### src/rtl/pcie_egress_arbiter_pkg.sv
// Shared types for the PCIe egress arbiter: FSM state encoding, TLP header
// field widths and the packed views used to steer header/FIFO data.
package pcie_egress_arbiter_pkg;

  typedef enum logic [1:0] {
    ST_IDLE      = 2'd0,
    ST_GRANT     = 2'd1,
    ST_WAIT_DONE = 2'd2,
    ST_RELEASE   = 2'd3
  } arb_state_t;

  localparam int CMD_W       = 8;
  localparam int FLAGS_W     = 14;
  localparam int ADDR_W      = 32;
  localparam int RID_W       = 16;
  localparam int TAG_W       = 8;
  localparam int FIFO_SIZE_W = 24;
  localparam int FIFO_DATA_W = 32;

  // One requester's TLP header as latched at grant time.
  typedef struct packed {
    logic [CMD_W-1:0]   command;
    logic [FLAGS_W-1:0] flags;
    logic [ADDR_W-1:0]  address;
    logic [RID_W-1:0]   requester_id;
    logic [TAG_W-1:0]   tag;
  } tlp_hdr_t;

  // One requester's FIFO status/data as seen by the egress engine.
  typedef struct packed {
    logic                   rdy;
    logic [FIFO_SIZE_W-1:0] size;
    logic [FIFO_DATA_W-1:0] data;
  } fifo_view_t;

endpackage

### src/rtl/pcie_egress_arbiter_if.sv
// Bundle of requester-side and engine-side signals of the egress arbiter.
// master = the arbiter itself, slave = the surrounding requesters + engine.
interface pcie_egress_arbiter_if
  import pcie_egress_arbiter_pkg::*;
#(
  parameter int NUM_REQ = 3,
  parameter int REQ_IDW = 3
);

  // Requester side
  logic                           i_enable;
  logic [NUM_REQ-1:0]             i_req;
  logic [NUM_REQ*CMD_W-1:0]       i_req_command;
  logic [NUM_REQ*FLAGS_W-1:0]     i_req_flags;
  logic [NUM_REQ*ADDR_W-1:0]      i_req_address;
  logic [NUM_REQ*RID_W-1:0]       i_req_requester_id;
  logic [NUM_REQ*TAG_W-1:0]       i_req_tag;
  logic [NUM_REQ-1:0]             i_req_fifo_rdy;
  logic [NUM_REQ*FIFO_SIZE_W-1:0] i_req_fifo_size;
  logic [NUM_REQ*FIFO_DATA_W-1:0] i_req_fifo_data;
  logic [NUM_REQ-1:0]             o_req_fifo_act;
  logic [NUM_REQ-1:0]             o_req_fifo_stb;
  logic [NUM_REQ-1:0]             o_req_done;
  logic                           o_busy;
  logic [REQ_IDW-1:0]             o_grant_id;

  // Egress engine side
  logic                           o_egress_enable;
  logic                           i_egress_finished;
  logic [CMD_W-1:0]               o_egress_command;
  logic [FLAGS_W-1:0]             o_egress_flags;
  logic [ADDR_W-1:0]              o_egress_address;
  logic [RID_W-1:0]               o_egress_requester_id;
  logic [TAG_W-1:0]               o_egress_tag;
  logic                           o_egress_fifo_rdy;
  logic [FIFO_SIZE_W-1:0]         o_egress_fifo_size;
  logic [FIFO_DATA_W-1:0]         o_egress_fifo_data;
  logic                           i_egress_fifo_act;
  logic                           i_egress_fifo_stb;

  modport master (
    input  i_enable, i_req, i_req_command, i_req_flags, i_req_address,
           i_req_requester_id, i_req_tag, i_req_fifo_rdy, i_req_fifo_size,
           i_req_fifo_data, i_egress_finished, i_egress_fifo_act, i_egress_fifo_stb,
    output o_req_fifo_act, o_req_fifo_stb, o_req_done, o_busy, o_grant_id,
           o_egress_enable, o_egress_command, o_egress_flags, o_egress_address,
           o_egress_requester_id, o_egress_tag, o_egress_fifo_rdy,
           o_egress_fifo_size, o_egress_fifo_data
  );

  modport slave (
    output i_enable, i_req, i_req_command, i_req_flags, i_req_address,
           i_req_requester_id, i_req_tag, i_req_fifo_rdy, i_req_fifo_size,
           i_req_fifo_data, i_egress_finished, i_egress_fifo_act, i_egress_fifo_stb,
    input  o_req_fifo_act, o_req_fifo_stb, o_req_done, o_busy, o_grant_id,
           o_egress_enable, o_egress_command, o_egress_flags, o_egress_address,
           o_egress_requester_id, o_egress_tag, o_egress_fifo_rdy,
           o_egress_fifo_size, o_egress_fifo_data
  );

endinterface

### src/rtl/pcie_egress_arbiter_rr_select.sv
// pcie_rr_select: combinational round-robin winner finder. Searches the
// request vector from ptr upward, wrapping at NUM_REQ. With prio0 set,
// requester 0 wins outright whenever it is requesting.
module pcie_rr_select #(
  parameter int NUM_REQ = 3,
  parameter int REQ_IDW = 3
) (
  input  logic [NUM_REQ-1:0] req,
  input  logic [REQ_IDW-1:0] ptr,
  input  logic               prio0,
  output logic               valid,
  output logic [REQ_IDW-1:0] idx
);

  int cand;

  // First requesting index at or after ptr, in circular order.
  always_comb begin
    // NOTE: every output gets a default up front so no path leaves it unassigned (no latch).
    valid = 1'b0;
    idx   = '0;
    cand  = 0;
    if (prio0 && req[0]) begin
      valid = 1'b1;
    end else begin
      for (int i = 0; i < NUM_REQ; i++) begin
        cand = int'(ptr) + i;
        if (cand >= NUM_REQ) cand = cand - NUM_REQ;
        if (!valid && req[cand]) begin
          valid = 1'b1;
          idx   = REQ_IDW'(cand);
        end
      end
    end
  end

endmodule

### src/rtl/pcie_egress_arbiter.sv
// pcie_egress_arbiter: shares one PCIe egress TLP engine among NUM_REQ
// requesters. Round-robin grant, latched header, enable/finished handshake
// and FIFO steering to the granted requester.
// Optional build macro PCIE_EGRESS_ARB_CPL_PRIORITY_EN: requester 0
// (completions) always wins arbitration when it is requesting.
module pcie_egress_arbiter
  import pcie_egress_arbiter_pkg::*;
#(
  parameter int NUM_REQ = 3,
  parameter int REQ_IDW = 3
) (
  input  logic                  clk,
  input  logic                  rst,
  pcie_egress_arbiter_if.master bus
);

  // Per-slot views sized to the full index space so any grant index is in range.
  localparam int SLOTS = 1 << REQ_IDW;

  tlp_hdr_t   hdr_slot  [SLOTS];
  fifo_view_t fifo_slot [SLOTS];

  for (genvar k = 0; k < SLOTS; k++) begin : g_slot
    if (k < NUM_REQ) begin : g_used
      assign hdr_slot[k] = {bus.i_req_command[k*CMD_W +: CMD_W],
                            bus.i_req_flags[k*FLAGS_W +: FLAGS_W],
                            bus.i_req_address[k*ADDR_W +: ADDR_W],
                            bus.i_req_requester_id[k*RID_W +: RID_W],
                            bus.i_req_tag[k*TAG_W +: TAG_W]};
      assign fifo_slot[k] = {bus.i_req_fifo_rdy[k],
                             bus.i_req_fifo_size[k*FIFO_SIZE_W +: FIFO_SIZE_W],
                             bus.i_req_fifo_data[k*FIFO_DATA_W +: FIFO_DATA_W]};
    end else begin : g_unused
      assign hdr_slot[k]  = '0;
      assign fifo_slot[k] = '0;
    end
  end

  arb_state_t         state;
  tlp_hdr_t           hdr_q;
  logic [REQ_IDW-1:0] grant_q;
  logic [REQ_IDW-1:0] rr_ptr;
  logic               enable_q;
  logic               busy_q;
  logic [NUM_REQ-1:0] done_q;
  logic [NUM_REQ-1:0] grant_oh;
  logic               win_valid;
  logic [REQ_IDW-1:0] win_idx;
  logic               prio0;
  fifo_view_t         fifo_sel;

`ifdef PCIE_EGRESS_ARB_CPL_PRIORITY_EN
  assign prio0 = 1'b1;
`else
  assign prio0 = 1'b0;
`endif

  pcie_rr_select #(
    .NUM_REQ (NUM_REQ),
    .REQ_IDW (REQ_IDW)
  ) u_rr_select (
    .req   (bus.i_req),
    .ptr   (rr_ptr),
    .prio0 (prio0),
    .valid (win_valid),
    .idx   (win_idx)
  );

  // One-hot decode of the latched grant index.
  always_comb begin
    grant_oh = '0;
    for (int k = 0; k < NUM_REQ; k++) begin
      grant_oh[k] = (grant_q == REQ_IDW'(k));
    end
  end

  // Arbitration FSM with registered handshake outputs and latched header.
  always_ff @(posedge clk or posedge rst) begin
    if (rst) begin
      state    <= ST_IDLE;
      hdr_q    <= '0;
      grant_q  <= '0;
      rr_ptr   <= '0;
      enable_q <= 1'b0;
      busy_q   <= 1'b0;
      done_q   <= '0;
    end else begin
      // NOTE: non-blocking assignments keep every register updating from pre-edge values.
      done_q <= '0;
      case (state)
        ST_IDLE: begin
          if (bus.i_enable && win_valid) begin
            hdr_q   <= hdr_slot[win_idx];
            grant_q <= win_idx;
            state   <= ST_GRANT;
          end
        end
        ST_GRANT: begin
          enable_q <= 1'b1;
          busy_q   <= 1'b1;
          state    <= ST_WAIT_DONE;
        end
        ST_WAIT_DONE: begin
          if (bus.i_egress_finished) begin
            done_q   <= grant_oh;
            enable_q <= 1'b0;
            rr_ptr   <= (grant_q == REQ_IDW'(NUM_REQ - 1)) ? '0 : grant_q + REQ_IDW'(1);
            state    <= ST_RELEASE;
          end
        end
        ST_RELEASE: begin
          if (!bus.i_egress_finished) begin
            busy_q <= 1'b0;
            state  <= ST_IDLE;
          end
        end
        default: state <= ST_IDLE;
      endcase
    end
  end

  assign bus.o_egress_enable       = enable_q;
  assign bus.o_busy                = busy_q;
  assign bus.o_req_done            = done_q;
  assign bus.o_grant_id            = grant_q;
  assign bus.o_egress_command      = hdr_q.command;
  assign bus.o_egress_flags        = hdr_q.flags;
  assign bus.o_egress_address      = hdr_q.address;
  assign bus.o_egress_requester_id = hdr_q.requester_id;
  assign bus.o_egress_tag          = hdr_q.tag;

  // FIFO status/data follow the latched grant, blanked while idle.
  assign fifo_sel               = fifo_slot[grant_q];
  assign bus.o_egress_fifo_rdy  = (state != ST_IDLE) && fifo_sel.rdy;
  assign bus.o_egress_fifo_size = (state != ST_IDLE) ? fifo_sel.size : '0;
  assign bus.o_egress_fifo_data = (state != ST_IDLE) ? fifo_sel.data : '0;

  // Engine FIFO controls go only to the granted requester.
  assign bus.o_req_fifo_act = grant_oh & {NUM_REQ{bus.i_egress_fifo_act}};
  assign bus.o_req_fifo_stb = grant_oh & {NUM_REQ{bus.i_egress_fifo_stb}};

endmodule

### src/flat_wrapper.sv
// flat-port wrapper written by rule: the top's interface ports become plain ports
module pcie_egress_arbiter_flat import pcie_egress_arbiter_pkg::*;
#(
  parameter int NUM_REQ = 3,
  parameter int REQ_IDW = 3
)
  (clk, rst, bus_i_enable, bus_i_req, bus_i_req_command, bus_i_req_flags, bus_i_req_address, bus_i_req_requester_id, bus_i_req_tag, bus_i_req_fifo_rdy, bus_i_req_fifo_size, bus_i_req_fifo_data, bus_i_egress_finished, bus_i_egress_fifo_act, bus_i_egress_fifo_stb, bus_o_req_fifo_act, bus_o_req_fifo_stb, bus_o_req_done, bus_o_busy, bus_o_grant_id, bus_o_egress_enable, bus_o_egress_command, bus_o_egress_flags, bus_o_egress_address, bus_o_egress_requester_id, bus_o_egress_tag, bus_o_egress_fifo_rdy, bus_o_egress_fifo_size, bus_o_egress_fifo_data);
  pcie_egress_arbiter_if #(.NUM_REQ(NUM_REQ), .REQ_IDW(REQ_IDW)) bus_i ();
  input  logic clk;
  input  logic rst;
  input wire logic [$bits(bus_i.i_enable)-1:0] bus_i_enable;
  input wire logic [$bits(bus_i.i_req)-1:0] bus_i_req;
  input wire logic [$bits(bus_i.i_req_command)-1:0] bus_i_req_command;
  input wire logic [$bits(bus_i.i_req_flags)-1:0] bus_i_req_flags;
  input wire logic [$bits(bus_i.i_req_address)-1:0] bus_i_req_address;
  input wire logic [$bits(bus_i.i_req_requester_id)-1:0] bus_i_req_requester_id;
  input wire logic [$bits(bus_i.i_req_tag)-1:0] bus_i_req_tag;
  input wire logic [$bits(bus_i.i_req_fifo_rdy)-1:0] bus_i_req_fifo_rdy;
  input wire logic [$bits(bus_i.i_req_fifo_size)-1:0] bus_i_req_fifo_size;
  input wire logic [$bits(bus_i.i_req_fifo_data)-1:0] bus_i_req_fifo_data;
  input wire logic [$bits(bus_i.i_egress_finished)-1:0] bus_i_egress_finished;
  input wire logic [$bits(bus_i.i_egress_fifo_act)-1:0] bus_i_egress_fifo_act;
  input wire logic [$bits(bus_i.i_egress_fifo_stb)-1:0] bus_i_egress_fifo_stb;
  output wire logic [$bits(bus_i.o_req_fifo_act)-1:0] bus_o_req_fifo_act;
  output wire logic [$bits(bus_i.o_req_fifo_stb)-1:0] bus_o_req_fifo_stb;
  output wire logic [$bits(bus_i.o_req_done)-1:0] bus_o_req_done;
  output wire logic [$bits(bus_i.o_busy)-1:0] bus_o_busy;
  output wire logic [$bits(bus_i.o_grant_id)-1:0] bus_o_grant_id;
  output wire logic [$bits(bus_i.o_egress_enable)-1:0] bus_o_egress_enable;
  output wire logic [$bits(bus_i.o_egress_command)-1:0] bus_o_egress_command;
  output wire logic [$bits(bus_i.o_egress_flags)-1:0] bus_o_egress_flags;
  output wire logic [$bits(bus_i.o_egress_address)-1:0] bus_o_egress_address;
  output wire logic [$bits(bus_i.o_egress_requester_id)-1:0] bus_o_egress_requester_id;
  output wire logic [$bits(bus_i.o_egress_tag)-1:0] bus_o_egress_tag;
  output wire logic [$bits(bus_i.o_egress_fifo_rdy)-1:0] bus_o_egress_fifo_rdy;
  output wire logic [$bits(bus_i.o_egress_fifo_size)-1:0] bus_o_egress_fifo_size;
  output wire logic [$bits(bus_i.o_egress_fifo_data)-1:0] bus_o_egress_fifo_data;
  assign bus_i.i_enable = bus_i_enable;
  assign bus_i.i_req = bus_i_req;
  assign bus_i.i_req_command = bus_i_req_command;
  assign bus_i.i_req_flags = bus_i_req_flags;
  assign bus_i.i_req_address = bus_i_req_address;
  assign bus_i.i_req_requester_id = bus_i_req_requester_id;
  assign bus_i.i_req_tag = bus_i_req_tag;
  assign bus_i.i_req_fifo_rdy = bus_i_req_fifo_rdy;
  assign bus_i.i_req_fifo_size = bus_i_req_fifo_size;
  assign bus_i.i_req_fifo_data = bus_i_req_fifo_data;
  assign bus_i.i_egress_finished = bus_i_egress_finished;
  assign bus_i.i_egress_fifo_act = bus_i_egress_fifo_act;
  assign bus_i.i_egress_fifo_stb = bus_i_egress_fifo_stb;
  assign bus_o_req_fifo_act = bus_i.o_req_fifo_act;
  assign bus_o_req_fifo_stb = bus_i.o_req_fifo_stb;
  assign bus_o_req_done = bus_i.o_req_done;
  assign bus_o_busy = bus_i.o_busy;
  assign bus_o_grant_id = bus_i.o_grant_id;
  assign bus_o_egress_enable = bus_i.o_egress_enable;
  assign bus_o_egress_command = bus_i.o_egress_command;
  assign bus_o_egress_flags = bus_i.o_egress_flags;
  assign bus_o_egress_address = bus_i.o_egress_address;
  assign bus_o_egress_requester_id = bus_i.o_egress_requester_id;
  assign bus_o_egress_tag = bus_i.o_egress_tag;
  assign bus_o_egress_fifo_rdy = bus_i.o_egress_fifo_rdy;
  assign bus_o_egress_fifo_size = bus_i.o_egress_fifo_size;
  assign bus_o_egress_fifo_data = bus_i.o_egress_fifo_data;
  pcie_egress_arbiter #(.NUM_REQ(NUM_REQ), .REQ_IDW(REQ_IDW)) u_core (.clk(clk), .rst(rst), .bus(bus_i));
endmodule
### config.mk
export PLATFORM = sky130hd
export DESIGN_NAME = pcie_egress_arbiter_flat
export DESIGN_NICKNAME = d
export VERILOG_FILES = /design/src/rtl/pcie_egress_arbiter_pkg.sv /design/src/rtl/pcie_egress_arbiter_if.sv /design/src/rtl/pcie_egress_arbiter_rr_select.sv /design/src/rtl/pcie_egress_arbiter.sv /design/src/flat_wrapper.sv
export SDC_FILE = /design/constraint.sdc
export NUM_CORES = 1
export LEC_CHECK = 0
export ABC_AREA = 1
export BUFFER_PORTS_ARGS = -buffer_cell sky130_fd_sc_hd__buf_4
export CAP_MARGIN = 30
export CELL_PAD_IN_SITES_DETAIL_PLACEMENT = 0
export CELL_PAD_IN_SITES_GLOBAL_PLACEMENT = 1
export CORE_AREA = 2 2 219 221
export DETAILED_ROUTE_END_ITERATION = 7
export DIE_AREA = 0 0 221 223
export HOLD_SLACK_MARGIN = 0.1
export PLACE_DENSITY_LB_ADDON = 0.1
export SETUP_SLACK_MARGIN = 0.05
export SLEW_MARGIN = 20
export SYNTH_ARGS = -nofsm -noshare
export SYNTH_HDL_FRONTEND = slang
export SYNTH_SLANG_ARGS = --single-unit
### constraint.sdc
create_clock -name clk -period 3.7 [get_ports clk]
set_clock_uncertainty 0.05 [all_clocks]
set_input_delay 0.74 -clock clk [delete_from_list [all_inputs] [get_ports clk]]
set_output_delay 0.74 -clock clk [all_outputs]
set_load 0.02 [all_outputs]
Yosys cells after proc, flatten, opt, wreduce, memory -nomap -nowiden
Cells that the tools add are included.
{"block": "classes", "shift": 0, "n_eq_ne": 8, "reduce_logical": 16, "addsub": 6, "n_lt_le_gt_ge": 8, "n_div": 0, "n_bitwise": 4, "multipliers": 0, "n_mux": 37}
{"operator": "$bmux 78 s3", "n": 1}
{"operator": "$bmux 57 s3", "n": 1}
{"operator": "$mux 78", "n": 2}
{"operator": "$mux 32", "n": 4}
{"operator": "$mux 57", "n": 2}
{"operator": "$lt 32x4->1 const B", "n": 3}
{"operator": "$mux 24", "n": 1}
{"operator": "$mux 3", "n": 6}
{"operator": "$mux 1", "n": 11}
{"operator": "$sub 4x2->5 const B", "n": 2}
{"operator": "$ge 4x2->1 const B", "n": 2}
{"operator": "$ge 4x4->1 const B", "n": 2}
{"operator": "$not 3->4", "n": 2}
{"operator": "$pmux 2 s4", "n": 1}
{"operator": "$reduce_and 2->1", "n": 4}
{"operator": "$and 3x3->3", "n": 2}
{"operator": "$bmux 1 s2", "n": 3}
{"operator": "$mux 2", "n": 3}
{"operator": "$reduce_bool 2->1", "n": 3}
{"operator": "$add 3x1->4 const B", "n": 1}
{"operator": "$add 3x2->4 const B", "n": 1}
{"operator": "$eq 2x2->1 const B", "n": 2}
{"operator": "$logic_and 1x1->1", "n": 4}
{"operator": "$ne 2x2->1 const B", "n": 2}
{"operator": "other kinds (12)", "n": 14}
{"block": "word_totals", "in_bits": 414, "out_inout_bits": 149, "regBits": 91, "n_memories": 0, "ramBits": 0, "latch_bits": 0, "rom_bits": 0}

Logic depth before layout (Yosys ltp)
{"block": "logic_depth", "ltp_word": 16, "mapped_depth": 20, "depth_no_buf": 18}

By module
A second synthesis with hierarchy kept.
{"block": "hier_totals", "hier_cells": 1442, "area_unflattened_um2": 7800.0}
{"mod": "pcie_egress_arbiter", "area_per_inst_um2": 7323.3, "seq_area_each_um2": 2277.2, "cells_per_inst": 1358, "n_inst": 1}
{"mod": "pcie_rr_select", "area_per_inst_um2": 476.7, "seq_area_each_um2": 0.0, "cells_per_inst": 84, "n_inst": 1}

Worst setup path before layout
No wires, ideal clock.
{"block": "synth_path", "path_type": "register -> output", "startpoint": "register u_core.grant_q[0] (netlist: u_core.bus.o_grant_id[0])", "endpoint": "output bus_o_req_fifo_act[1]", "stages_incl_launch_ff": 7, "path_buffers": 2, "path_slack_ns": 1.169, "t_arrival_ns": 1.741, "path_cell_list": "dfrtp_1 > inv_1 > nor2_1 > clkbuf_1 > clkbuf_1 > nand2_1 > nor2_1"}
{"block": "synth_via", "elab_chain_cells": 2}
{"element": "start, declared", "line_no": "pcie_egress_arbiter.sv:41", "text": "logic [REQ_IDW-1:0] grant_q;"}
{"element": "start signal, assigned", "line_no": "pcie_egress_arbiter.sv:94", "text": "grant_q <= win_idx;"}
{"element": "$eq 3x1->1", "line_no": "pcie_egress_arbiter.sv:73", "text": "grant_oh[k] = (grant_q == REQ_IDW'(k));"}
{"element": "$and 3x3->3", "line_no": "pcie_egress_arbiter.sv:139", "text": "assign bus.o_req_fifo_act = grant_oh & {NUM_REQ{bus.i_egress_fifo_act}};"}
{"element": "end, declared", "line_no": "flat_wrapper.sv:24", "text": "output wire logic [$bits(bus_i.o_req_fifo_act)-1:0] bus_o_req_fifo_act;"}
Every way passes these cells.

Worst setup path after layout
Same ends and word-level chain as after synthesis.

==> results_dict.tcl <==
set metrics [dict create \
    initial_core_util_pct 16.9 \
    post-cts-setup-buffers 0 \
    dp_hpwl_um 33600 \
    slew_headroom_pct 36.2 \
    routed-via-count 10321 \
    syn_nets 1831 \
    cp_slowest_cell "buf_4" \
    cts_sinks 91 \
    seq_area_frac_synth_pct 28.7 \
    ioPinCount 563 \
    die_x_um 221 \
    cts_max_level 3 \
    crit_type "flop to output port" \
    clockBufferDepth 2 \
    grt_max_degree 79 \
    switching_share_pct 58.3 \
    worstPathMaxFanout 58 \
    ys_seq_elements 91 \
    synth_area_sq_mm 0.00795 \
    power_frac_seq_pct 12.7 \
    timing.final.hold_violations 0 \
    finalWirelength_um 43400 \
    drt_iter0_drc 493 \
    clock_power_share_pct 7.2 \
    path_cells "inv_1, nor2_4, buf_4, nand2_1, nor2_1, buf_4" \
    post-synth-top-count-cell "nand2_1" \
    async_reset_ff_share_pct 100 \
    slew_viol_final 0 \
    clock_latency_ns 0.36 \
    core-area_sq_mm 0.0471 \
    synthToLayoutAreaGrowth_pct 65.2 \
    power_frac_comb_pct 80.1 \
    p_leak_uw 0.00818 \
    grt_pass1_wl_um 65400 \
    synth_area_leaders "nand2_1 33%, dfrtp_1 29%, nand3_1 11%, inv_1 11%, a22oi_1 4.1%" \
    drive_gt1_share_pct 32.2 \
    p_int_uw 5720 \
    critPathCaptureType "output port" \
    synthDistinctLibCells 30 \
    viasPerCell 4.07 \
    avgRoutedWirePerCell_um 17.1 \
    start_kind "flop" \
    die_height_um 223 \
    numPortBuffers 562 \
    yosys.area.top_type "nand2_1" \
    rsz0062_at_grt "no" \
    dieArea_sq_mm 0.0493 \
    cts_resized 0 \
    cp_data_required_time_ns 2.91 \
    place.gp.congestion 0.813 \
    synth_common_cells "692 x nand2_1, 239 x inv_1, 181 x nand3_1" \
    grt_use_total_pct 17.2 \
    outcome "finished, final reports clean" \
    antenna_left 0 \
    hold_buffers 0 \
    p_per_area_mw_per_mm2 1040 \
    syn_inst 1405 \
    max_stage_delay_ns 0.56 \
    register_area_sq_mm 0.00228 \
    drv_cap 0 \
    ys_warn_count 0 \
    hp-class "input port to async pin" \
    synthFlopType "dfrtp_1" \
    power_uw 13700 \
    avgSynthCellArea_sq_um 5.66 \
    multiInputGateArea_sq_mm 0.00438 \
    p_sw_uw 7980 \
    final-setup-viol-count 0 \
    first_global_vias 10723 \
    fill_cells 5397 \
    tns_ns 0 \
    worst_pin_slew_ns 0.957 \
    cts_tree "built" \
    cts-root-buf "clkbuf_16" \
    drcViolationCount 0 \
    arrival_ns 2.44 \
    synth_edf_count 0 \
    timing.final.crit_share_pct 87.2 \
    overflow 0 \
    finalNetCount 2342 \
    fin_crit_ns 3.23 \
    grt_antenna_before_repair 2 \
    drt-pass1-iter-count 6 \
    crit_path_frequent_cell "buf_4" \
    synth.top_cell.area_share_pct 32.7 \
    cts_made_buffers 9 \
    ir_worst_vdd_mv 0.809 \
    path_clk_slew_ns 0.07 \
    row_count 80 \
    fmax_ghz 0.310 \
]
==> final timing paths <==
path | from | endpoint | slack (ns) | cells past startpoint
min | rst | u_core.bus.o_egress_command[3] | 0.43 | 2
max reg2reg | u_core.rr_ptr[0] | u_core.bus.o_egress_tag[5] | 0.50 | 15
max in group asynchronous | rst | u_core.bus.o_egress_tag[5] | 2.37 | 3
min reg2reg | u_core.bus.o_egress_command[7] | u_core.bus.o_egress_command[7] | 0.43 | 2
min in group clk | u_core.bus.o_egress_command[7] | u_core.bus.o_egress_command[7] | 0.43 | 2
max | u_core.bus.o_grant_id[0] | bus_o_req_fifo_act[1] | 0.47 | 6
==> power by group through the flow <==
stage	Combinational, uW	Clock, uW	Sequential, uW
floorplan	6990	0	2150
global placement	11200	0	1750
detailed placement	11200	0	1750
CTS	11200	1050	1740
global route	12400	1080	1790
finish	11000	991	1740
==> sequential cells by signal (all words and copies together) (netlist names) <==
name and count:
u_core.bus.o_egress_address 32, u_core.bus.o_egress_requester_id 16, u_core.bus.o_egress_flags 14, u_core.bus.o_egress_command 8
u_core.bus.o_egress_tag 8, u_core.bus.o_grant_id 3, u_core.bus.o_req_done 3, u_core.rr_ptr 3
u_core.state 2, u_core.bus.o_busy 1, u_core.bus.o_egress_enable 1
==> worst max-delay path, delay by kind of cell, from the launching register on <==
kind,cells,cell delay [ns]
simple gates,3,0.61
buf+inv,3,0.90
flops,1,0.55
==> through the flow <==
step / instances / hold WS, ns / utilization [%] / setup WS (ns) / instance area (sq um)
6_report: 2537 / 0.428 / 27.8 / 0.472 / 13100
5_1_grt: 2537 / 0.450 / 27.8 / 0.204 / 13100
4_1_cts: 2535 / 0.437 / 27.8 / 0.387 / 13100
3_5_place_dp: 2520 / 0.416 / 27.2 / 0.540 / 12800
3_3_place_gp: 2520 / 0.414 / 27.2 / 0.548 / 12800
2_1_floorplan: 1405 / 0.453 / - / 0.546 / 7950
==> layout make-up <==
cell class              count  share of cell area [%]
well taps                 615                    5.86
repair buffers            581                    34.1
inverters                 244                    7.02
multi-input cells         989                    33.4
diodes                      2                  0.0381
clock inverters             4                   0.391
clock buffers              11                    1.85
flip-flops and latches     91                    17.3
==> per-layer routing <==
layer	routed length [um]	track usage [%]	vias to the layer above
met2	21800	29.6	266
li1	-	-	5241
met3	2640	4.57	24
met5	0	0	-
met1	18400	21.4	4790
met4	571	3.72	0
==> logic make-up after synthesis <==
family / after synthesis / synth area share [%]
AND/OR/NAND/NOR: 917 / 47.4
flip-flops: 91 / 28.7
AO/OA/AOI/OAI: 60 / 5.29
buffers and inverters: 325 / 16.8
adder cells (fa/ha/maj): 12 / 1.89
==> cells in the final DEF (no fill, tap or decap), types with 2 or more instances in the layout <==
master,n
inv_2,3
a22oi_1,43
inv_1,238
nand3_1,181
diode_2,2
buf_4,572
nand2_1,692
ha_1,12
a21oi_1,5
nor2_4,6
clkbuf_16,9
dfrtp_1,91
nand3_2,2
buf_12,9
nand4_1,7
nand2_4,3
nand2_2,5
nor2_1,18
inv_4,2
o21ai_0,6
Power figures use the tool's default switching activity.
